`src/rtl/fft_stage_sequencer.sv`:
```
// fft_stage_sequencer: address/control sequencer for an in-place radix-2 DIT FFT.
// Walks LOG2N stages of N/2 butterflies each. For every butterfly it issues the
// operand addresses and twiddle index, then replays the addresses BF_LAT cycles
// later on the write-back port. Each stage ends with a BF_LAT-cycle flush so the
// next stage never reads a location that is still in the butterfly pipeline.
// Optional feature macro: FFT_SEQ_HOLD_EN (when defined, `hold` stalls issue in RUN).
module fft_stage_sequencer #(
  parameter int LOG2N  = 5,
  parameter int BF_LAT = 2
) (
  input  logic                                         clk,
  input  logic                                         clr_n,
  input  logic                                         start,
  input  logic                                         hold,
  output logic                                         busy,
  output logic                                         done,
  output logic [((LOG2N > 1) ? $clog2(LOG2N) : 1)-1:0] stage,
  output logic                                         bf_valid,
  output logic [LOG2N-1:0]                             addr_a,
  output logic [LOG2N-1:0]                             addr_b,
  output logic [LOG2N-2:0]                             tw_idx,
  output logic                                         wr_valid,
  output logic [LOG2N-1:0]                             wr_addr_a,
  output logic [LOG2N-1:0]                             wr_addr_b
);

  // Butterflies per stage, j / twiddle width, stage width, flush counter width.
  localparam int NH = 1 << (LOG2N - 1);
  localparam int JW = LOG2N - 1;
  localparam int SW = (LOG2N > 1) ? $clog2(LOG2N) : 1;
  localparam int FW = $clog2(BF_LAT + 1);

  typedef enum logic [1:0] {
    S_IDLE  = 2'd0,
    S_RUN   = 2'd1,
    S_FLUSH = 2'd2,
    S_DONE  = 2'd3
  } state_t;

  state_t            r_state;
  state_t            w_state_next;
  // r_j is the butterfly issued in this cycle, or the one waiting to issue
  // when this cycle was stalled.
  logic [JW-1:0]     r_j;
  logic [JW-1:0]     w_j_next;
  logic [SW-1:0]     r_stage;
  logic [SW-1:0]     w_stage_next;
  logic [FW-1:0]     r_flush_cnt;
  logic [FW-1:0]     w_flush_cnt_next;
  logic              w_issue_next;
  logic              w_hold_eff;

  // Registered issue-side outputs.
  logic              r_bf_valid;
  logic              r_busy;
  logic              r_done;
  logic [LOG2N-1:0]  r_addr_a;
  logic [LOG2N-1:0]  r_addr_b;
  logic [JW-1:0]     r_tw_idx;

  // Address arithmetic for the butterfly about to be issued.
  logic [JW-1:0]     w_mask;
  logic [JW-1:0]     w_pos;
  logic [JW-1:0]     w_hi;
  logic [SW-1:0]     w_tw_shift;
  logic [LOG2N-1:0]  w_addr_a_next;
  logic [LOG2N-1:0]  w_addr_b_next;
  logic [JW-1:0]     w_tw_next;

  // Delay line taps: index 0 is the issue port, index BF_LAT the write-back port.
  logic [BF_LAT:0]              w_dl_valid;
  logic [BF_LAT:0][LOG2N-1:0]   w_dl_a;
  logic [BF_LAT:0][LOG2N-1:0]   w_dl_b;

`ifdef FFT_SEQ_HOLD_EN
  assign w_hold_eff = hold;
`else
  // Stall feature compiled out: the port remains but never affects issue.
  assign w_hold_eff = hold & 1'b0;
`endif

  // FSM state, butterfly counter, stage index and flush counter.
  always_ff @(posedge clk or negedge clr_n) begin
    if (!clr_n) begin
      r_state     <= S_IDLE;
      r_j         <= '0;
      r_stage     <= '0;
      r_flush_cnt <= '0;
    end else begin
      r_state     <= w_state_next;
      r_j         <= w_j_next;
      r_stage     <= w_stage_next;
      r_flush_cnt <= w_flush_cnt_next;
    end
  end

  // Next-state logic; also decides whether the next cycle issues a butterfly.
  always_comb begin
    w_state_next     = r_state;
    w_j_next         = r_j;
    w_stage_next     = r_stage;
    w_flush_cnt_next = r_flush_cnt;
    w_issue_next     = 1'b0;
    case (r_state)
      S_IDLE: begin
        if (start) begin
          w_state_next = S_RUN;
          w_j_next     = '0;
          w_stage_next = '0;
          w_issue_next = 1'b1;
        end
      end
      S_RUN: begin
        if (r_bf_valid && (r_j == JW'(NH - 1))) begin
          // Last butterfly of the stage just went out: drain the pipeline.
          w_state_next     = S_FLUSH;
          w_flush_cnt_next = FW'(1);
          w_j_next         = '0;
        end else begin
          // Advance only past a butterfly that actually issued; a stalled
          // cycle keeps the pending j.
          if (r_bf_valid) begin
            w_j_next = r_j + JW'(1);
          end
          w_issue_next = !w_hold_eff;
        end
      end
      S_FLUSH: begin
        if (r_flush_cnt == FW'(BF_LAT)) begin
          w_flush_cnt_next = '0;
          if (r_stage == SW'(LOG2N - 1)) begin
            w_state_next = S_DONE;
          end else begin
            w_state_next = S_RUN;
            w_stage_next = r_stage + SW'(1);
            w_j_next     = '0;
            w_issue_next = 1'b1;
          end
        end else begin
          w_flush_cnt_next = r_flush_cnt + FW'(1);
        end
      end
      S_DONE: begin
        w_state_next = S_IDLE;
      end
      default: begin
        w_state_next = S_IDLE;
      end
    endcase
  end

  // Insert a zero at bit `stage` of j to form addr_a; addr_b sets that bit.
  // The twiddle index is the in-group position scaled up to the N/2 grid.
  always_comb begin
    w_mask        = ~({JW{1'b1}} << w_stage_next);
    w_pos         = w_j_next & w_mask;
    w_hi          = w_j_next & ~w_mask;
    w_addr_a_next = {w_hi, 1'b0} | {1'b0, w_pos};
    w_addr_b_next = w_addr_a_next | (LOG2N'(1) << w_stage_next);
    w_tw_shift    = SW'(JW) - w_stage_next;
    w_tw_next     = w_pos << w_tw_shift;
  end

  // Issue-side output registers; addresses hold their value between issues.
  always_ff @(posedge clk or negedge clr_n) begin
    if (!clr_n) begin
      r_bf_valid <= 1'b0;
      r_busy     <= 1'b0;
      r_done     <= 1'b0;
      r_addr_a   <= '0;
      r_addr_b   <= '0;
      r_tw_idx   <= '0;
    end else begin
      r_bf_valid <= w_issue_next;
      r_busy     <= (w_state_next == S_RUN) || (w_state_next == S_FLUSH);
      r_done     <= (w_state_next == S_DONE);
      if (w_issue_next) begin
        r_addr_a <= w_addr_a_next;
        r_addr_b <= w_addr_b_next;
        r_tw_idx <= w_tw_next;
      end
    end
  end

  assign w_dl_valid[0] = r_bf_valid;
  assign w_dl_a[0]     = r_addr_a;
  assign w_dl_b[0]     = r_addr_b;

  // Write-back delay line; shifts every cycle irrespective of state or stall.
  genvar gi;
  generate
    for (gi = 0; gi < BF_LAT; gi++) begin : g_dl
      logic             r_v;
      logic [LOG2N-1:0] r_a;
      logic [LOG2N-1:0] r_b;

      // One pipeline slot of {valid, addr_a, addr_b}.
      always_ff @(posedge clk or negedge clr_n) begin
        if (!clr_n) begin
          r_v <= 1'b0;
          r_a <= '0;
          r_b <= '0;
        end else begin
          r_v <= w_dl_valid[gi];
          r_a <= w_dl_a[gi];
          r_b <= w_dl_b[gi];
        end
      end

      assign w_dl_valid[gi+1] = r_v;
      assign w_dl_a[gi+1]     = r_a;
      assign w_dl_b[gi+1]     = r_b;
    end
  endgenerate

  assign busy      = r_busy;
  assign done      = r_done;
  assign stage     = r_stage;
  assign bf_valid  = r_bf_valid;
  assign addr_a    = r_addr_a;
  assign addr_b    = r_addr_b;
  assign tw_idx    = r_tw_idx;
  assign wr_valid  = w_dl_valid[BF_LAT];
  assign wr_addr_a = w_dl_a[BF_LAT];
  assign wr_addr_b = w_dl_b[BF_LAT];

endmodule

```
`config.mk`:
```
export PLATFORM = sky130hd
export DESIGN_NAME = fft_stage_sequencer
export DESIGN_NICKNAME = d
export VERILOG_FILES = /design/src/rtl/fft_stage_sequencer.sv
export SDC_FILE = /design/constraint.sdc
export NUM_CORES = 1
export LEC_CHECK = 0
export ABC_AREA = 1
export ABC_CLOCK_PERIOD_IN_PS = 2700
export BUFFER_PORTS_ARGS = -buffer_cell sky130_fd_sc_hd__buf_4
export CAP_MARGIN = 10
export CORE_UTILIZATION = 35
export CTS_CLUSTER_DIAMETER = 40
export DETAILED_ROUTE_END_ITERATION = 10
export PLACE_DENSITY = 0.66
export SYNTH_ARGS = -nofsm -noshare
export SYNTH_HDL_FRONTEND = slang
export SYNTH_SLANG_ARGS = --single-unit
```
`constraint.sdc`:
```
create_clock -name clk -period 2.7 [get_ports clk]
set_input_delay 0.54 -clock clk [delete_from_list [all_inputs] [get_ports clk]]
set_output_delay 0.54 -clock clk [all_outputs]
set_load 0.03 [all_outputs]
```
==> results.txt <==
- Outcome: complete, no violations
* Origin of the critical flop-to-flop path: stage[0]
- Master cell of the clock root buffer: sky130_fd_sc_hd__clkbuf_8
- STA classifies the critical path endpoint as a register.
* Fraction of the mapped netlist area in simple logic gates: 0.235
- TritonCTS built the clock tree.
* Multiplexer fraction of the synthesized cell area: 0
* Predominant post-synthesis flop cell: sky130_fd_sc_hd__dfrtp_1
- IO buf count: 33
- Number of flops mapped to enable cells by yosys: 0
* Final-report max-slew violation count: 0
- Averaged over all synthesized cells, the footprint is between 10 and 15 sq um.
- Req. time, crit path: 2.89 ns
- H-tree depth: 2
- Yosys warning total: 0
- Post-synthesis cell type with the largest combined area: sky130_fd_sc_hd__dfrtp_1
- Final weighted congestion in routability-driven placement: 0.743
* Die H: 80.1 microns
- Nets in the synthesized netlist: 224
- The clock reaches the later pin of the worst-skew pair after around 0.31 ns.
* Xor/xnor share of the synthesized area: 0.00411
- In this run the remaining antenna-violating nets after routing total 0.
* Row count: 28
- Setup total negative slack on the finished layout was measured at 0 ns.
- In the synthesized netlist the async set-or-reset flop fraction comes to 1.00.
- Drt first-iter violations: 91
- Per-cell via count in the routed design: 4.55
- The critical path starts at stage[0].
- Number of nets in the final layout: 263
- The die covers 6410 sq um.
- The final route contains 1475 vias.
- Synthesis produced 210 cells.
- In this run the worst path has a maximum fanout of 8.
* Core region area: slightly below 6000 sq um
* Area fraction in compound gates after synthesis: 0.0675
- Post-route cell area: 2580 sq um
- For the pin with the worst max-slew slack, the measured transition is 0.611 ns.
- Subtracting the final worst setup slack from the clock period gives 2.34 ns.
- Clock skew on the completed layout was measured at 0.00463 ns.
- Part of the power in registers: 0.584
* Power after layout: 1.28 mW
- After synthesis, the largest family of logic cells by area is simple AND/OR/NAND/NOR gates.
- The number of endpoints with negative hold slack in the final report was 0.
- Post-CTS Hold Buffers: 0
- Summing every instance area after synthesis gives 2130 sq um.
- Area overhead of the layout relative to synthesis: 20.8%
* Final std cells w/o fill: 324
- Yosys reg bits: 50
* Top-area cell type share of the netlist area: 0.587
- Global-route usage over all layers: 0.132
* Largest net degree at the start of global routing: 51
- Dominant cells by area after synthesis: sky130_fd_sc_hd__dfrtp_1 (59%), sky130_fd_sc_hd__nand2_1 (8.5%), sky130_fd_sc_hd__ha_1 (5.9%), sky130_fd_sc_hd__nand3_1 (4.0%), sky130_fd_sc_hd__nor2_1 (3.5%)
* F_max: 0.427 GHz
- Leakage power total: 1.29 nW
* Arrival time worst endpoint: 2.53 ns
- Share of cells above drive strength 1: 0.273
* Number of antenna violations at the first check in global routing: 0
* Aggregate routed wire length: 3.67 mm
* Power spent charging and discharging nets: 0.258 mW
- Adder-cell share of the synthesized area: 0.0587
- Buffers added to address setup during post-CTS repair amount to 0.
- Measured against its own limit, the worst slew margin works out to 0.593.
- Of the available clock period, the critical path in the final layout requires 0.867.
- Power Density: 497 nW/um^2
- Worst-case vdd ir drop: roughly 0.00022 V
- Portion of total power attributed to combinational logic: 0.013
- After clock tree synthesis, the repair step resized 0 gates.
- Min-delay worst type: primary input to async pin
- The clock passes through at most 2 buffers.
- Residual overflow from global routing: 0
* Avg WL per Cell: 11.3 microns
- Detailed-router iteration count before antenna repair: 4
* Worst Reg2Reg Path Length in Cells: 15
* Cell area after placement: between 2000 and 2500 sq um
- Initial standard-cell utilization of the core: 0.362
- Setup repair after global routing missed its margin: false
- 35 I/O pins were placed.
- For this run, design rule violations remaining after detail routing come to 0.
* Clock-pin slew on the worst setup and hold paths: 0.09 ns
- Most used standard cell by instance count after synthesis: sky130_fd_sc_hd__dfrtp_1
* Post-synth top cells: sky130_fd_sc_hd__dfrtp_1 (50), sky130_fd_sc_hd__nand2_1 (48), sky130_fd_sc_hd__nor2_1 (20)
- Measured along the x axis, the die boundary spans roughly 80 microns.
* Count of final setup violators: 0
- Counting the buffers created by CTS gives 5.
- Total clock sinks: 50
- The tool flagged a number of max-cap violations equal to 0.
* Distinct cells, synth: 28
- Of the synthesized area, sequential elements account for 0.587.
* Final HPWL from detailed placement: 2.69 mm
- Once placement completed, the tool counted placed cells totaling 317.
- The first global-routing pass estimated ~6.5 mm of wire.
* Internal: between 1 and 1.5 mW
- The worst setup path is launched from a register.
- Fraction of power spent switching nets: 0.201
- The repair_antennas step left the layout with diodes totalling 0.
- The number of global-route vias before repair is 1486.
- Clock Power Share: 0.403
- The critical path is of the register to register type.
-- power groups by stage --
stage	clock network (mW)	logic, mW	registers [mW]
floorplan	0	0.000000566	0.763
global placement	0	0.0175	0.763
detailed placement	0	0.0179	0.763
CTS	0.541	0.0179	0.748
global route	0.568	0.0202	0.748
finish	0.516	0.0162	0.748
-- metrics by stage --
step / utilization / hold slack (ns) / setup slack [ns]
after detailed placement: 0.419 / 0.336 / 0.394
after floorplan: - / 0.244 / 0.453
after global routing: 0.438 / 0.292 / 0.114
after global placement: 0.419 / 0.332 / 0.385
after CTS: 0.438 / 0.264 / 0.353
final: 0.438 / 0.241 / 0.360
-- cell type report --
type	instances	area [sq um]
well taps	75	93.8
clock inverters	2	38.8
repair buffers	33	248
fillers	566	3310
multi-input cells	134	779
inverters	25	96.3
clock buffers	5	68.8
flip-flops and latches	50	1250
-- layer usage --
| layer | routed length, microns | vias to the layer above | GRT usage |
|---|---|---|---|
| met5 | 0 | - | 0 |
| li1 | - | 752 | - |
| met3 | 226 | 5 | 0.0432 |
| met4 | 68 | 0 | 0.0464 |
| met2 | 1650 | 39 | 0.209 |
| met1 | 1720 | 679 | 0.169 |
-- worst paths after layout --
path                       slack [ns]            to
max                              0.36     addr_b[2]
min                              0.24      wr_valid
max reg2reg                      0.36     addr_b[2]
min reg2reg                      0.35  wr_addr_b[1]
max in group asynchronous        2.05     addr_a[1]
min in group clk                 0.35  wr_addr_b[1]
-- state kept, by name, summed over array words and instances, names as in the netlist, 2 cells and up --
register and cells:
addr_a 5, addr_b 5, g_dl.r_a 5, g_dl.r_b 5
wr_addr_a 5, wr_addr_b 5, r_j 4, tw_idx 4
stage 3, r_flush_cnt 2, r_state 2
-- cells in the final DEF (no fill, tap or decap), types with 2 or more instances in the layout --
cell type                  Yosys  layout
sky130_fd_sc_hd__a21oi_1       7       7
sky130_fd_sc_hd__a31oi_1       2       2
sky130_fd_sc_hd__buf_4         0      33
sky130_fd_sc_hd__clkbuf_8      0       5
sky130_fd_sc_hd__dfrtp_1      50      50
sky130_fd_sc_hd__ha_1         10      10
sky130_fd_sc_hd__inv_1        14      14
sky130_fd_sc_hd__inv_2         9       9
sky130_fd_sc_hd__nand2_1      48      48
sky130_fd_sc_hd__nand2_2       3       3
sky130_fd_sc_hd__nand2_4       2       2
sky130_fd_sc_hd__nand3_1      17      17
sky130_fd_sc_hd__nand3_2       4       4
sky130_fd_sc_hd__nand4_1       3       3
sky130_fd_sc_hd__nor2_1       20      20
sky130_fd_sc_hd__o21ai_0       4       4
sky130_fd_sc_hd__o21ai_1       3       3
sky130_fd_sc_hd__o21ai_4       2       2
-- cells by family after synthesis --
logic type / count (synthesis)
simple gates: 102
flops: 50
xor+xnor: 1
fa+ha+maj: 10
buf+inv: 26
compound gates: 21
-- worst max-delay path, cell delays in order, from the launching register on --
cell and delay, ns:
sky130_fd_sc_hd__dfrtp_1 0.47, sky130_fd_sc_hd__inv_1 0.09, sky130_fd_sc_hd__ha_1 0.20, sky130_fd_sc_hd__nand2_1 0.18, sky130_fd_sc_hd__nand3_1 0.10, sky130_fd_sc_hd__nand2_1 0.09, sky130_fd_sc_hd__nand2_1 0.10, sky130_fd_sc_hd__o21ai_4 0.12
sky130_fd_sc_hd__inv_2 0.13, sky130_fd_sc_hd__ha_1 0.20, sky130_fd_sc_hd__inv_1 0.05, sky130_fd_sc_hd__nand3_1 0.10, sky130_fd_sc_hd__nand2_1 0.10, sky130_fd_sc_hd__nand2_1 0.05, sky130_fd_sc_hd__nor2_1 0.18, sky130_fd_sc_hd__a21oi_1 0.09
Power figures use the tool's default switching activity.
